--- config.mk ---
export PLATFORM = sky130hd
export DESIGN_NAME = sdram_readback
export DESIGN_NICKNAME = d
export VERILOG_FILES = /design/src/rtl/sdram_readback.sv
export SDC_FILE = /design/constraint.sdc
export NUM_CORES = 1
export LEC_CHECK = 0
export ABC_CLOCK_PERIOD_IN_PS = 7600
export CAP_MARGIN = 25
export CELL_PAD_IN_SITES_DETAIL_PLACEMENT = 2
export CELL_PAD_IN_SITES_GLOBAL_PLACEMENT = 2
export CORE_MARGIN = 2
export CORE_UTILIZATION = 33
export DETAILED_ROUTE_END_ITERATION = 16
export GPL_TIMING_DRIVEN = 0
export PLACE_DENSITY_LB_ADDON = 0.1
export REMOVE_ABC_BUFFERS = 1
export SETUP_SLACK_MARGIN = 0.15
export SKIP_LAST_GASP = 1
export SLEW_MARGIN = 20
export SYNTH_ARGS = -nofsm -noshare
export SYNTH_HDL_FRONTEND = slang
export SYNTH_SLANG_ARGS = --single-unit
--- constraint.sdc ---
create_clock -name rx_clk_out -period 7.6 [get_ports rx_clk_out]
set_input_delay 1.14 -clock rx_clk_out [delete_from_list [all_inputs] [get_ports rx_clk_out]]
set_output_delay 1.14 -clock rx_clk_out [all_outputs]
set_load 0.01 [all_outputs]
--- src/rtl/sdram_readback.sv ---
// ---------------------------------------------------------------------------
// sdram_readback
//
// Read-side counterpart of the ADC-to-SDRAM capture path. A start request
// launches one read-master transfer of NUM_BYTES from the current base
// address. Each 32-bit FIFO word {first,second} is split into two 16-bit
// samples and presented first-then-second on a valid/ready stream towards
// the SPI readout logic. After a fully delivered transfer the base address
// advances by NUM_BYTES and wraps back to BASE_ADDR at ADDR_WRAP. An abort
// drains whatever the master still delivers and returns to idle without a
// done pulse and without moving the base address.
//
// Ports
//   rx_clk_out                   block clock
//   reset_n                      asynchronous active-low reset
//   start                        1-cycle request, honoured only when idle
//   abort                        abandon the running transfer
//   read_control_fixed_location  constant 0 (incrementing addresses)
//   read_control_base            transfer base address
//   read_control_length          constant NUM_BYTES
//   read_control_go              1-cycle launch pulse for the read master
//   read_control_done            master finished all bus reads
//   read_data_available          show-ahead FIFO non-empty
//   read_buffer_data             FIFO head word
//   read_acknowledge             1-cycle pop of the FIFO head
//   sample_out / sample_valid    sample stream towards the consumer
//   sample_ready                 consumer accepts when valid && ready
//   busy                         high whenever not idle
//   done                         1-cycle pulse when a transfer completes
// ---------------------------------------------------------------------------
module sdram_readback #(
    parameter int unsigned NUM_BYTES = 64,
    parameter logic [31:0] BASE_ADDR = 32'h0,
    parameter logic [31:0] ADDR_WRAP = 32'h10000
) (
    input  logic        rx_clk_out,
    input  logic        reset_n,
    input  logic        start,
    input  logic        abort,
    output logic        read_control_fixed_location,
    output logic [31:0] read_control_base,
    output logic [31:0] read_control_length,
    output logic        read_control_go,
    input  logic        read_control_done,
    input  logic        read_data_available,
    input  logic [31:0] read_buffer_data,
    output logic        read_acknowledge,
    output logic [15:0] sample_out,
    output logic        sample_valid,
    input  logic        sample_ready,
    output logic        busy,
    output logic        done
);

    localparam logic [31:0] WORDS = 32'(NUM_BYTES / 4);
    localparam logic [32:0] LEN33 = 33'(NUM_BYTES);

    typedef enum logic [2:0] {
        S_IDLE,
        S_GO,
        S_WAIT_DATA,
        S_HI,
        S_LO,
        S_WAIT_DONE,
        S_DONE,
        S_DRAIN
    } state_t;

    state_t      state;
    state_t      next_state;
    logic [31:0] base;
    logic [31:0] words_left;
    logic        done_seen;
    logic [31:0] hold;

    logic        go_d;
    logic        ack_d;
    logic        valid_d;
    logic [15:0] sample_d;
    logic        busy_d;
    logic        done_d;

    logic        active;
    logic        accept;
    logic        master_done;
    logic        capture;
    logic [32:0] base_sum;
    logic [31:0] base_next;

    assign read_control_fixed_location = 1'b0;
    assign read_control_length         = 32'(NUM_BYTES);
    assign read_control_base           = base;

    // States in which an abort is honoured.
    assign active      = (state == S_GO) || (state == S_WAIT_DATA) || (state == S_HI) ||
                         (state == S_LO) || (state == S_WAIT_DONE);
    assign accept      = sample_valid && sample_ready;
    assign master_done = done_seen || read_control_done;
    assign capture     = (state == S_WAIT_DATA) && (next_state == S_HI);

    // 33-bit sum so a base near the top of the address space still wraps.
    assign base_sum  = {1'b0, base} + LEN33;
    assign base_next = (base_sum >= {1'b0, ADDR_WRAP}) ? BASE_ADDR : base_sum[31:0];

    // State register, bookkeeping registers and registered outputs.
    always_ff @(posedge rx_clk_out or negedge reset_n) begin
        if (!reset_n) begin
            state            <= S_IDLE;
            base             <= BASE_ADDR;
            words_left       <= '0;
            done_seen        <= 1'b0;
            read_control_go  <= 1'b0;
            read_acknowledge <= 1'b0;
            sample_valid     <= 1'b0;
            sample_out       <= '0;
            busy             <= 1'b0;
            done             <= 1'b0;
        end else begin
            state            <= next_state;
            read_control_go  <= go_d;
            read_acknowledge <= ack_d;
            sample_valid     <= valid_d;
            sample_out       <= sample_d;
            busy             <= busy_d;
            done             <= done_d;

            if (state == S_GO) begin
                words_left <= WORDS;
            end else if ((state == S_LO) && (next_state != S_LO) && (next_state != S_DRAIN)) begin
                words_left <= words_left - 32'd1;
            end

            // An early master done must survive until the last sample leaves.
            if (state == S_GO) begin
                done_seen <= 1'b0;
            end else if ((state != S_IDLE) && read_control_done) begin
                done_seen <= 1'b1;
            end

            if (state == S_DONE) begin
                base <= base_next;
            end
        end
    end

    // Word holding register; only meaningful once captured, so no reset.
    always_ff @(posedge rx_clk_out) begin
        if (capture) begin
            hold <= read_buffer_data;
        end
    end

    // Next-state logic; abort outranks any same-cycle acceptance.
    always_comb begin
        next_state = state;
        unique case (state)
            S_IDLE:      if (start) next_state = S_GO;
            S_GO:        next_state = abort ? S_DRAIN : S_WAIT_DATA;
            S_WAIT_DATA: begin
                if (abort)                    next_state = S_DRAIN;
                else if (read_data_available) next_state = S_HI;
            end
            S_HI: begin
                if (abort)       next_state = S_DRAIN;
                else if (accept) next_state = S_LO;
            end
            S_LO: begin
                if (abort)       next_state = S_DRAIN;
                else if (accept) next_state = (words_left == 32'd1) ? S_WAIT_DONE : S_WAIT_DATA;
            end
            S_WAIT_DONE: begin
                if (abort)            next_state = S_DRAIN;
                else if (master_done) next_state = S_DONE;
            end
            S_DONE:      next_state = S_IDLE;
            S_DRAIN:     if (master_done && !read_data_available) next_state = S_IDLE;
            default:     next_state = S_IDLE;
        endcase
    end

    // Output decode from the upcoming state so every output is a flop.
    always_comb begin
        go_d     = (next_state == S_GO);
        valid_d  = (next_state == S_HI) || (next_state == S_LO);
        busy_d   = (next_state != S_IDLE);
        done_d   = (next_state == S_DONE);
        ack_d    = capture;
        // While draining, an ack takes effect one edge later, so skip the
        // cycle in which the previous pop is still pending.
        if ((state == S_DRAIN) && read_data_available && !read_acknowledge) begin
            ack_d = 1'b1;
        end
        sample_d = sample_out;
        if (capture) begin
            sample_d = read_buffer_data[31:16];
        end else if ((state == S_HI) && (next_state == S_LO)) begin
            sample_d = hold[15:0];
        end
    end

endmodule

# Word level (Yosys, flattened, before mapping)
# Cells that the tools add are included.
totals:
  n_memories: 0
  word_cells: 68
  romBits: 0
  mem_bits_rw: 0
  output_inout_bits: 86
  reg_bits: 105
  latch_bits: 0
  input_bits: 39
classes:
  multipliers: 0
  addsub: 2
  bitwise_logic: 0
  div_mod_pow: 0
  n_shift: 0
  muxes: 21
  n_reduce_logical: 19
  order_cmp: 1
  n_eq_ne: 14
ops:
  columns: ["operator", "count"]
  rows:
  - ["$mux W32", 3]
  - ["$mux W3", 12]
  - ["$add A32 B7 Y33 const B", 1]
  - ["$ge A33 B17 Y1 const B", 1]
  - ["$eq A32 B1 Y1 const B", 1]
  - ["$mux W16", 2]
  - ["$sub A32 B1 Y32 const B", 1]
  - ["$pmux W3 S8", 1]
  - ["$eq A3 B3 Y1 const B", 6]
  - ["$eq A3 B2 Y1 const B", 3]
  - ["$logic_and A1 B1 Y1", 9]
  - ["$eq A3 B1 Y1 const B", 2]
  - ["$ne A3 B3 Y1 const B", 2]
  - ["$reduce_bool A2 Y1", 3]
  - ["$reduce_bool A3 Y1", 2]
  - ["$logic_not A3 Y1", 1]
  - ["$mux W1", 3]
  - ["$logic_not A1 Y1", 2]
  - ["$logic_or A1 B1 Y1", 2]

# Logic depth before layout (Yosys ltp)
# Gate-level depths: netlist of the first run.
depth:
  ltp_word: 10
  ltp_mapped: 11
  mapped_depth_nobuf: 10

# Worst setup path before layout of the first run
# No wires, ideal clock.
synth_path:
  path_type: "input to register"
  startpoint: "in sample_ready"
  endpoint: "reg words_left[31]"
  cell_stages: 9
  setup_slack_ns: 4.364
  n_path_buf: 1
  required_ns: 7.522
  t_arrival_ns: 3.159
  setup_ns: 0.078
  cell_sequence: "and4_1 > o21ba_1 > nor2b_1 > a211oi_2 > mux2_4 > a311o_1 > buf_4 > or4_1 > a21oi_1"
synth_via:
  elab_chain_cells: 8
  word_cells_on_any_way: 11
  classes_between: "eq/ne: 2; mux: 5; reduce/logical: 4"
synth_rtl:
  columns: ["item", "line_no", "text"]
  rows:
  - ["start: declaration", "50", "input logic sample_ready,"]
  - ["$logic_and A1 B1 Y1 (*)", "97", "assign accept = sample_valid && sample_ready;"]
  - ["$mux W3 (on tied branches)", "169, 165", null]
  - ["$mux W3 (on tied branches)", "168, 164", null]
  - ["$pmux W3 S8 (*)", "156", "unique case (state)"]
  - ["$ne A3 B3 Y1", "129", "end else if ((state == S_LO) && (next_state != S_LO) && (next_state != S_DRAIN)) begin"]
  - ["$logic_and A1 B1 Y1", "129", null]
  - ["$logic_and A1 B1 Y1 (*)", "129", null]
  - ["$reduce_bool A2 Y1 (no source line) (*)", null, null]
  - ["end signal: assignment", "130", "words_left <= words_left - 32'd1;"]
  - ["end: declaration", "72", "logic [31:0] words_left;"]
# Every way passes the cells marked *; elsewhere a longest branch is shown, timed or not.
# A chain may end at the register's enable or synchronous reset.

# Final worst setup path of the first run
layout_path:
  startpoint: "in abort"
  endpoint: "reg words_left[22]"
layout_via:
  elab_chain_cells: 6
  word_cells_on_any_way: 11
  classes_between: "eq/ne: 2; mux: 6; reduce/logical: 3"
layout_rtl:
  columns: ["item", "line_no", "text"]
  rows:
  - ["start: declaration", "39", "input logic abort,"]
  - ["$mux W3 (on tied branches)", null, null]
  - ["$pmux W3 S8 (*)", "156", null]
  - ["$ne A3 B3 Y1", "129", null]
  - ["$logic_and A1 B1 Y1", "129", null]
  - ["$logic_and A1 B1 Y1 (*)", "129", null]
  - ["$reduce_bool A2 Y1 (no source line) (*)", null, null]
# Marked as above.

==> results by group, run 1 <==
Global route
  • Vias in the first global route: 4562
  • Antenna violations before repair: 0
  • First-pass GRT wire length: around 23000 um
  • Overall Global Routing Usage: 0.178
  • Largest net degree at the start of global routing: 46
  • GR Overflow Total: 0

Yosys
  • Synth unique cells: 56
  • Avg Inst Size Synth: between 9 and 10 sq um
  • Number of flops mapped to enable cells by yosys: 16
  • Post-synthesis sequential area ratio: 0.493
  • Synth warn: 0
  • Synth Register Bits: 99
  • Gate count of the mapped netlist: 528
  • Synth top area share: 0.400
  • Largest cells by area after synthesis: dfrtp_1, edfxtp_1, mux2i_1
  • Cell accounting for the most synthesized area: dfrtp_1
  • Share of flip-flops with an asynchronous set or reset: 0.838
  • Top_reg_cell synth: dfrtp_1
  • Synthesized cell area: 5190 sq um

Route
  • Vias per cell: 5.11
  • # DRC: 0
  • Drt first pass iters: 4
  • Routed Antenna Nets: 0
  • First DRT Iteration DRCs: 119
  • Average wire per cell in the routed design: about 17 um
  • Routed vias: between 4000 and 5000
  • Wirelength, routed: ~14000 um

STA
  • Clk_skew: 0.00809 ns
  • Period utilisation layout: 0.498
  • Worst relative slew slack: 0.420
  • RSZ-0062 raised after global routing: no
  • Setup violators final: 0
  • Setup TNS Final: 0 ns
  • Tmin final: about 3.8 ns
  • Fin. Hold Viols: 0
  • Final Max Tran Viols: 0
  • Slew @ Worst Pin: 0.865 ns
  • Fmax: 0.264 GHz

Worst setup path
  • WP data required: 7.84 ns
  • Kind of critical path: in -> reg
  • CP endpoint kind: flop
  • Worst-path fanout max: 7
  • Critical Path Source Type: primary input
  • Worst EP arrival: 4.02 ns

Clock network
  • Post-CTS Hold Buffers: 0
  • Clock sinks: ~100
  • Clock slew at reported path FFs: approximately 0.07 ns
  • Htree depth: 3
  • TritonCTS clock tree: built
  • Num CTS Buffers: 9
  • Skew-Pair Late Insertion Delay: 0.35 ns
  • Root buf cell: clkbuf_16
  • Post-CTS setup buffer count: 0
  • Post-cts resize count: 0
  • CTS Buffer Depth: 2

Layout
  • Multi-input logic area: 2360 sq um
  • Fill cells: 1643
  • Seq. cell area: 2560 sq um
  • Utilization after layout: 0.420
  • Final nets: between 600 and 700
  • Layout cells sized above 1: 0.0509
  • Area growth syn-to-layout: 23.8%
  • Number of antenna diodes: 0

Placement
  • RD Place Congestion: 0.776
  • # port buffers: 85
  • Final HPWL DP: a little over 10000 um

Power
  • Leak: roughly 2.7 nW
  • Pwr dens: ~350 nW/um^2
  • Maximum VDD drop: 208 uV

Die
  • DIE AREA: 16800 sq um
  • Initial Util: 0.339
  • Die H: between 100 and 150 um
  • Die Wd: roughly 130 um
  • # IOs: ~130
  • Core box area: about 15000 sq um
  • Cell Rows: 45

Run status
  • Status: finished clean

Flow run
  • Max Cap Viol: 0

Min path
  • HP Class: reg -> reg
==> cell families after synthesis <==
family / share of synthesized area
adders and majority gates: 0.00964
xor gates and xnor gates: 0.00675
buffers and inverters: 0.0802
and+or+nand+nor: 0.226
muxes: 0.0761
other: 0.00145
DFF: 0.493
AOI/OAI and AO/OA: 0.108
==> cell type report <==
| type | count | share of cell area |
|---|---|---|
| inverter | 7 | 0.00409 |
| sequential | 99 | 0.398 |
| timing repair buffer | 90 | 0.144 |
| multi-input combinational | 397 | 0.367 |
| clock inverter | 7 | 0.0105 |
| clock buffer | 9 | 0.0350 |
| tap | 211 | 0.0411 |
==> metrics by stage <==
stage	instances	hold WS (ns)	cell area [sq um]	setup slack [ns]	power (W)
floorplan	503	0.449	4940	3.92	0.00140
global placement	799	0.462	6060	2.02	0.00173
detailed placement	803	0.478	6120	3.43	0.00179
CTS	819	0.493	6410	3.77	0.00227
global route	820	0.530	6430	3.52	0.00242
finish	820	0.487	6430	3.82	0.00223
==> cells in the mapped netlist (3+ instances only) <==
cell       n
nand4b_1   3
nor2_1    50
a21o_1     6
nand2b_1   4
or2_2      3
buf_4     41
nor3_1    24
and2_1    17
nor3b_1    5
nand2_1   50
or4_1      8
o21ai_1    4
clkbuf_1  18
ha_1       4
inv_1      7
o211ai_1   8
buf_2      3
a211o_1    3
nand3_1   13
and3_1     3
o311ai_1   3
mux2i_1   38
or3_1     10
a211oi_1   3
dfrtp_1   83
nor2b_1    4
o31ai_1    7
edfxtp_1  16
nor4_1    13
o21ai_0    9
a21oi_1   26
nand4_1   11
==> cell usage in the layout, fill, tap and decap left out, types with 5 or more instances in the layout <==
cell type / n
nor4_1: 13
clkbuf_16: 9
conb_1: 39
nand3_1: 13
mux2i_1: 38
a21o_1: 6
dfrtp_1: 83
and2_1: 17
nand2_1: 50
nor2_1: 50
clkdlybuf4s50_1: 84
a21oi_1: 26
nand4_1: 11
or4_1: 8
o211ai_1: 8
o31ai_1: 7
inv_1: 7
nor3_1: 24
o21ai_0: 9
nor3b_1: 5
or3_1: 10
edfxtp_1: 16
==> layer usage <==
metal | routed length (um) | global-route usage | up-vias
met5 | 0 | 0 | -
met2 | 6970 | 0.302 | 106
met3 | 808 | 0.0421 | 14
met4 | 189 | 0.0557 | 0
li1 | - | - | 1974
met1 | 6210 | 0.225 | 2095
==> worst paths after layout <==
path                                      start                    end  slack [ns]  cells past startpoint
min                              words_left[24]         words_left[24]        0.49                      1
max                                       abort         words_left[22]        3.82                      9
max in group asynchronous               reset_n  read_control_base[14]        6.33                      2
max reg2reg                read_control_base[6]   read_control_base[9]        3.92                      8
min reg2reg                      words_left[24]         words_left[24]        0.49                      1
min in group asynchronous               reset_n         words_left[15]        0.70                      1
==> registers in the layout, indices dropped and copies added (netlist names) <==
name               cells
hold                  16
read_control_go        1
words_left            32
read_control_base     26
sample_out            16
state                  3
done_seen              1
busy                   1
read_acknowledge       1
sample_valid           1
done                   1
==> critical path: stages <==
cell	delay, ns
clkdlybuf4s50_1	0.58
and3b_1	0.22
o21a_1	0.17
o211ai_1	0.39
nor2_1	0.08
mux2_4	0.31
a211oi_1	0.75
nand4b_1	0.21
mux2i_1	0.16
==> power by group <==
| part | internal [W] | switching [W] | total (W) |
|---|---|---|---|
| registers | 0.000701 | 0.000180 | 0.000881 |
| clock network | 0.000232 | 0.000228 | 0.000461 |
| logic | 0.000382 | 0.000507 | 0.000889 |
No activity file was read; power rests on OpenSTA's default activity.
==> run 2: changes to the inputs <==
--- a/config.mk
+++ b/config.mk
@@ -5,12 +5,12 @@
 export SDC_FILE = /design/constraint.sdc
 export NUM_CORES = 1
 export LEC_CHECK = 0
-export ABC_CLOCK_PERIOD_IN_PS = 7600
+export ABC_CLOCK_PERIOD_IN_PS = 3600
 export CAP_MARGIN = 25
 export CELL_PAD_IN_SITES_DETAIL_PLACEMENT = 2
 export CELL_PAD_IN_SITES_GLOBAL_PLACEMENT = 2
 export CORE_MARGIN = 2
-export CORE_UTILIZATION = 33
+export CORE_UTILIZATION = 31
 export DETAILED_ROUTE_END_ITERATION = 16
 export GPL_TIMING_DRIVEN = 0
 export PLACE_DENSITY_LB_ADDON = 0.1
==> constraint.sdc (replaced) <==
create_clock -name rx_clk_out -period 3.6 [get_ports rx_clk_out]
set_input_delay 0.54 -clock rx_clk_out [delete_from_list [all_inputs] [get_ports rx_clk_out]]
set_output_delay 0.54 -clock rx_clk_out [all_outputs]
set_load 0.01 [all_outputs]
==> results by group, run 2 (synthesis gave the netlist of run 1 again) <==
Run status
  • Status: finished clean

Placement
  • Post-DP Area: 6140 sq um (+0.37%)
  • RD Place Congestion: 0.746 (-3.9%)
  • Final HPWL DP: 10000 um (-1.1%)
  • # port buffers: 85 (unchanged)
  • Post-Place Cells: 813 (+1.2%)

Clock network
  • Post-CTS Hold Buffers: 0 (unchanged)
  • TritonCTS clock tree: built
  • Htree depth: 3 (unchanged)
  • Skew-Pair Late Insertion Delay: 0.36 ns (about the same)
  • Num CTS Buffers: 9 (unchanged)
  • Clock sinks: 99 (unchanged)
  • Root buf cell: clkbuf_16
  • CTS Buffer Depth: 2 (unchanged)
  • Clock slew at reported path FFs: 0.08 ns (about the same)

Worst setup path
  • Max incr delay on CP: 0.61 ns (-0.14 ns)
  • Worst-path fanout max: 14 (+7)
  • Worst reg-to-reg path cell count: 8 (unchanged)
  • Worst EP arrival: 3.61 ns (-0.41 ns)
  • Buf+Inv Stages, Crit Path: 0 (-1)
  • CP endpoint kind: flop
  • CP max stage cell: or4_1
  • Kind of critical path: reg -> reg
  • WP data required: 3.84 ns (-4.00 ns)
  • CP cell instances: nor4_2 -> nand2_2 -> or4_1 -> a211oi_4 -> mux2_4 -> a211o_4 -> or4_1 -> mux2i_1
  • Critical Path Source Type: flop
  • Top cell by count, worst path: or4_1
  • Worst reg2reg setup slack: 0.23 ns (-3.69 ns)
  • Delay-heaviest family, CP: simple AND/OR/NAND/NOR gates
  • Reg2Reg Launch Point: words_left[24]
  • Reg2reg end: words_left[14]

STA
  • RSZ-0062 raised after global routing: yes
  • Final Max Tran Viols: 0 (unchanged)
  • Hold Slack: 0.0841 ns (-0.403 ns)
  • Slew @ Worst Pin: 0.714 ns (-0.152 ns)
  • Period utilisation layout: 0.935
  • Clk_skew: 0.00988 ns (+0.00179 ns)
  • Worst relative slew slack: 0.524 (+0.104)
  • Fmax: 0.297 GHz
  • Setup violators final: 0 (unchanged)
  • Fin. Hold Viols: 0 (unchanged)
  • Tmin final: 3.37 ns

Die
  • Initial Util: 0.315 (-0.0237)
  • DIE AREA: 17800 sq um (+6.2%)
  • Die Wd: 133 um (+3.1%)
  • Cell Rows: 47 (+4.4%)
  • Core box area: 16500 sq um (+7.5%)
  • # IOs: 125 (unchanged)
  • Die H: 133 um (+3.1%)

Route
  • Vias per cell: 5.10 (-0.26%)
  • Drt first pass iters: 4 (unchanged)
  • Routed vias: 4270 (+1.9%)
  • Top layer in use: met4
  • First DRT Iteration DRCs: 136 (+14%)
  • Routed Antenna Nets: 0 (unchanged)
  • # DRC: 0 (unchanged)
  • Met2 wire len: 7330 um (+5.1%)
  • Wirelength, routed: 14600 um (+2.8%)
  • Average wire per cell in the routed design: 17.4 um (+0.61%)
  • Wl on met1: 6230 um (+0.21%)
  • DR WL met3: 934 um (+16%)

Power
  • Maximum VDD drop: 353 uV (+70%)
  • Pwr dens: 761 nW/um^2 (+120%)
  • Leak: 2.80 nW (+2.5%)

Layout
  • Number of antenna diodes: 0 (unchanged)
  • Final nets: 656 (+1.4%)
  • Top reg by flops: words_left
  • Finished Cell Area: 6590 sq um (+2.6%)
  • Commonest cells after routing, fill and taps aside: clkdlybuf4s50_1, dfrtp_1, nor2_1
  • Final cell count without fillers: 838 (+2.2%)
  • Max reg flops: 32 (unchanged)
  • Utilization after layout: 0.400 (-0.0192)
  • Layout cells sized above 1: 0.0777 (+0.0268)
  • Commonest non-fill, non-tap cell in the layout: clkdlybuf4s50_1
  • Area growth syn-to-layout: 27.0%

Global route
  • Largest net degree at the start of global routing: 51 (+11%)
  • First-pass GRT wire length: 24400 um (+4.1%)
  • GR Overflow Total: 0 (unchanged)
  • Antenna violations before repair: 0 (unchanged)
  • Overall Global Routing Usage: 0.171 (-0.00641)
  • Vias in the first global route: 4627 (+1.4%)

Flow run
  • Max Cap Viol: 0 (unchanged)

Min path
  • HP Class: in -> async
run 2: metal layers:
layer | GRT usage | vias up
met5 | 0 | -
li1 | - | 1989
met1 | 0.203 | 2176
met3 | 0.0635 | 4
met2 | 0.301 | 101
met4 | 0.0307 | 0
run 2: repair_timing:
action	in CTS	in global routing
buffers inserted	7	2
endpoints found under the setup margin	45	20
pin swaps	4	1
gates resized for setup	8	4
run 2: cell type report:
type	count	area (sq um)
flip-flops and latches	99	2560
inverters	7	26.3
clock buffers	9	225
fillers	1776	9870
repair buffers	99	992
clock inverters	7	90.1
multi-input cells	397	2430
well taps	220	275
run 2: how the worst max path moves through the flow:
stage	startpoint	to	cells after the start
2_1_floorplan	words_left[20]	words_left[14]	8
3_3_place_gp	reset_n	sample_out[4]	1
3_5_place_dp	words_left[20]	words_left[22]	8
4_1_cts	words_left[17]	words_left[14]	8
5_1_grt	words_left[20]	words_left[14]	8
6_report	words_left[24]	words_left[14]	8
run 2: stage by stage:
step / setup TNS (ns) / total power, W / worst slack [ns]
floorplan: 0 / 0.00295 / 0.381
global placement: -140.05 / 0.00365 / -1.44
detailed placement: -1.03 / 0.00378 / -0.157
CTS: 0 / 0.00502 / 0.156
global route: 0 / 0.00541 / 0.0866
finish: 0 / 0.00502 / 0.232
run 2: power breakdown:
| part | leakage (nW) | internal [W] | switching (W) |
|---|---|---|---|
| Sequential | 1.23 | 0.00148 | 0.000400 |
| Clock | 0.156 | 0.000561 | 0.000496 |
| Combinational | 1.41 | 0.000925 | 0.00116 |
| Total | 2.80 | 0.00297 | 0.00205 |
==> run 3: changes to the inputs <==
--- a/config.mk
+++ b/config.mk
@@ -12,6 +12,7 @@
 export CORE_MARGIN = 2
 export CORE_UTILIZATION = 31
 export DETAILED_ROUTE_END_ITERATION = 16
+export GPL_ROUTABILITY_DRIVEN = 1
 export GPL_TIMING_DRIVEN = 0
 export PLACE_DENSITY_LB_ADDON = 0.1
 export REMOVE_ABC_BUFFERS = 1
@@ -21,3 +22,4 @@
 export SYNTH_ARGS = -nofsm -noshare
 export SYNTH_HDL_FRONTEND = slang
 export SYNTH_SLANG_ARGS = --single-unit
+export TNS_END_PERCENT = 1
==> constraint.sdc (replaced) <==
create_clock -name rx_clk_out -period 3.6 [get_ports rx_clk_out]
set_input_delay 0.54 -clock rx_clk_out [delete_from_list [all_inputs] [get_ports rx_clk_out]]
set_output_delay 0.54 -clock rx_clk_out [all_outputs]
set_load 0.1 [all_outputs]
==> results by group, run 3 (synthesis gave the netlist of run 1 again) <==
STA
  • Setup TNS Final: 0 ns (unchanged)
  • Final Max Tran Viols: 0 (unchanged)
  • Setup violators final: 0 (unchanged)
  • Worst relative slew slack: 0.308 (-0.216)
  • Hold Slack: 0.0844 ns (+0.000363 ns)
  • RSZ-0062 raised after global routing: yes
  • Fmax: 0.290 GHz (-2.2%)
  • Tmin final: 3.44 ns (+0.0758 ns)
  • Fin. Hold Viols: 0 (unchanged)
  • Slew @ Worst Pin: 1.04 ns (+0.322 ns)
  • Period utilisation layout: 0.956 (+0.0211)
  • Clk_skew: 0.0107 ns (+0.000853 ns)

Clock network
  • Skew-Pair Late Insertion Delay: 0.36 ns (about the same)
  • Root buf cell: clkbuf_16
  • TritonCTS clock tree: built
  • Htree depth: 3 (unchanged)
  • CTS Buffer Depth: 2 (unchanged)
  • Clock sinks: 99 (unchanged)
  • Clock slew at reported path FFs: 0.08 ns (about the same)
  • Num CTS Buffers: 9 (unchanged)

Die
  • Die H: 133 um (unchanged)
  • Core box area: 16500 sq um (unchanged)
  • Die Wd: 133 um (unchanged)
  • Initial Util: 0.315 (unchanged)
  • DIE AREA: 17800 sq um (unchanged)
  • # IOs: 125 (unchanged)
  • Cell Rows: 47 (unchanged)

Worst setup path
  • Worst-path fanout max: 14 (unchanged)
  • Worst reg2reg setup slack: 0.16 ns (-0.08 ns)
  • Reg2Reg Launch Point: words_left[22]
  • CP endpoint kind: flop
  • Worst reg-to-reg path cell count: 8 (unchanged)
  • Worst EP arrival: 3.69 ns (+0.08 ns)
  • CP max stage cell: or4_1
  • Kind of critical path: reg -> reg
  • Delay-heaviest family, CP: simple AND/OR/NAND/NOR gates
  • CP cell instances: nor4_2 -> nand2_2 -> or4_1 -> a211oi_4 -> mux2_4 -> a211o_4 -> or4_1 -> mux2i_1
  • Buf+Inv Stages, Crit Path: 0 (unchanged)
  • Top cell by count, worst path: or4_1
  • Max incr delay on CP: 0.62 ns (about the same)
  • WP data required: 3.84 ns (about the same)
  • Reg2reg end: words_left[14]
  • Critical Path Source Type: flop

Global route
  • First-pass GRT wire length: 24200 um (-0.76%)
  • Antenna violations before repair: 0 (unchanged)
  • Vias in the first global route: 4604 (-0.50%)
  • GR Overflow Total: 0 (unchanged)
  • Largest net degree at the start of global routing: 51 (unchanged)
  • Overall Global Routing Usage: 0.170 (-0.00138)

Placement
  • Post-DP Area: 6140 sq um (unchanged)
  • Final HPWL DP: 10000 um (unchanged)
  • # port buffers: 85 (unchanged)
  • Post-Place Cells: 813 (unchanged)
  • RD Place Congestion: 0.746 (unchanged)

Flow run
  • Max Cap Viol: 0 (unchanged)

Layout
  • Final cell count without fillers: 837 (-0.12%)
  • Number of antenna diodes: 0 (unchanged)
  • Commonest cells after routing, fill and taps aside: clkdlybuf4s50_1, dfrtp_1, nor2_1
  • Utilization after layout: 0.400 (-0.000456)
  • Area growth syn-to-layout: 26.8%
  • Final nets: 655 (-0.15%)
  • Fill cells: 1779 (+0.17%)
  • Layout cells sized above 1: 0.0762 (-0.00149)
  • Top reg by flops: words_left
  • Max reg flops: 32 (unchanged)
  • Commonest non-fill, non-tap cell in the layout: clkdlybuf4s50_1
  • Finished Cell Area: 6590 sq um (-0.11%)

Run status
  • Status: finished clean

Route
  • Average wire per cell in the routed design: 17.4 um (+0.12%)
  • Wirelength, routed: 14600 um (unchanged)
  • # DRC: 0 (unchanged)
  • First DRT Iteration DRCs: 121 (-11%)
  • Routed vias: 4256 (-0.33%)
  • Drt first pass iters: 4 (unchanged)
  • Vias per cell: 5.08 (-0.21%)
  • Routed Antenna Nets: 0 (unchanged)

Min path
  • HP Class: in -> async

Power
  • Pwr dens: 932 nW/um^2 (+22%)
  • Maximum VDD drop: 487 uV (+38%)
  • Leak: 2.80 nW (-0.12%)
-- run 3: how the worst max path moves through the flow --
stage | slack [ns] | cells after the start | start | to
floorplan | -0.03 | 9 | read_control_base[6] | read_control_base[9]
global placement | -1.44 | 1 | reset_n | sample_out[4]
global route | 0.007 | 8 | words_left[10] | words_left[14]
detailed placement | -0.16 | 8 | words_left[20] | words_left[22]
CTS | -0.06 | 8 | words_left[22] | words_left[31]
finish | 0.16 | 8 | words_left[22] | words_left[14]
-- run 3: per-layer routing --
layer  up-vias  GRT usage  share of wire
met4         0     0.0307         0.0065
met3         4     0.0635          0.062
li1       1983          -              -
met1      2169      0.202           0.43
met2       100      0.297           0.50
met5         -          0              0
-- run 3: area by class of cell --
| class | instances | area (sq um) | area share |
|---|---|---|---|
| clock buffers | 9 | 225 | 0.0342 |
| clock inverters | 7 | 90.1 | 0.0137 |
| inverters | 7 | 26.3 | 0.00399 |
| multi-input cells | 397 | 2430 | 0.369 |
| flip-flops and latches | 99 | 2560 | 0.388 |
| well taps | 220 | 275 | 0.0418 |
| repair buffers | 98 | 985 | 0.150 |
-- run 3: repair_timing --
action,in CTS,in global routing
hold buffers,0,0
pin swaps,1,2
buffers inserted,2,6
gates resized for setup,2,10
setup endpoints to repair,45,54
-- run 3: report_power, final --
part | internal (W) | switching, W
Sequential | 0.00148 | 0.000399
Combinational | 0.000969 | 0.00224
Clock | 0.000561 | 0.000495
Total | 0.00301 | 0.00313
-- run 3: per-stage QoR --
step | power (W) | setup slack, ns
3_3_place_gp | 0.00472 | -1.44
5_1_grt | 0.00653 | 0.00694
6_report | 0.00614 | 0.157
3_5_place_dp | 0.00485 | -0.157
4_1_cts | 0.00599 | -0.0589
2_1_floorplan | 0.00400 | -0.0259
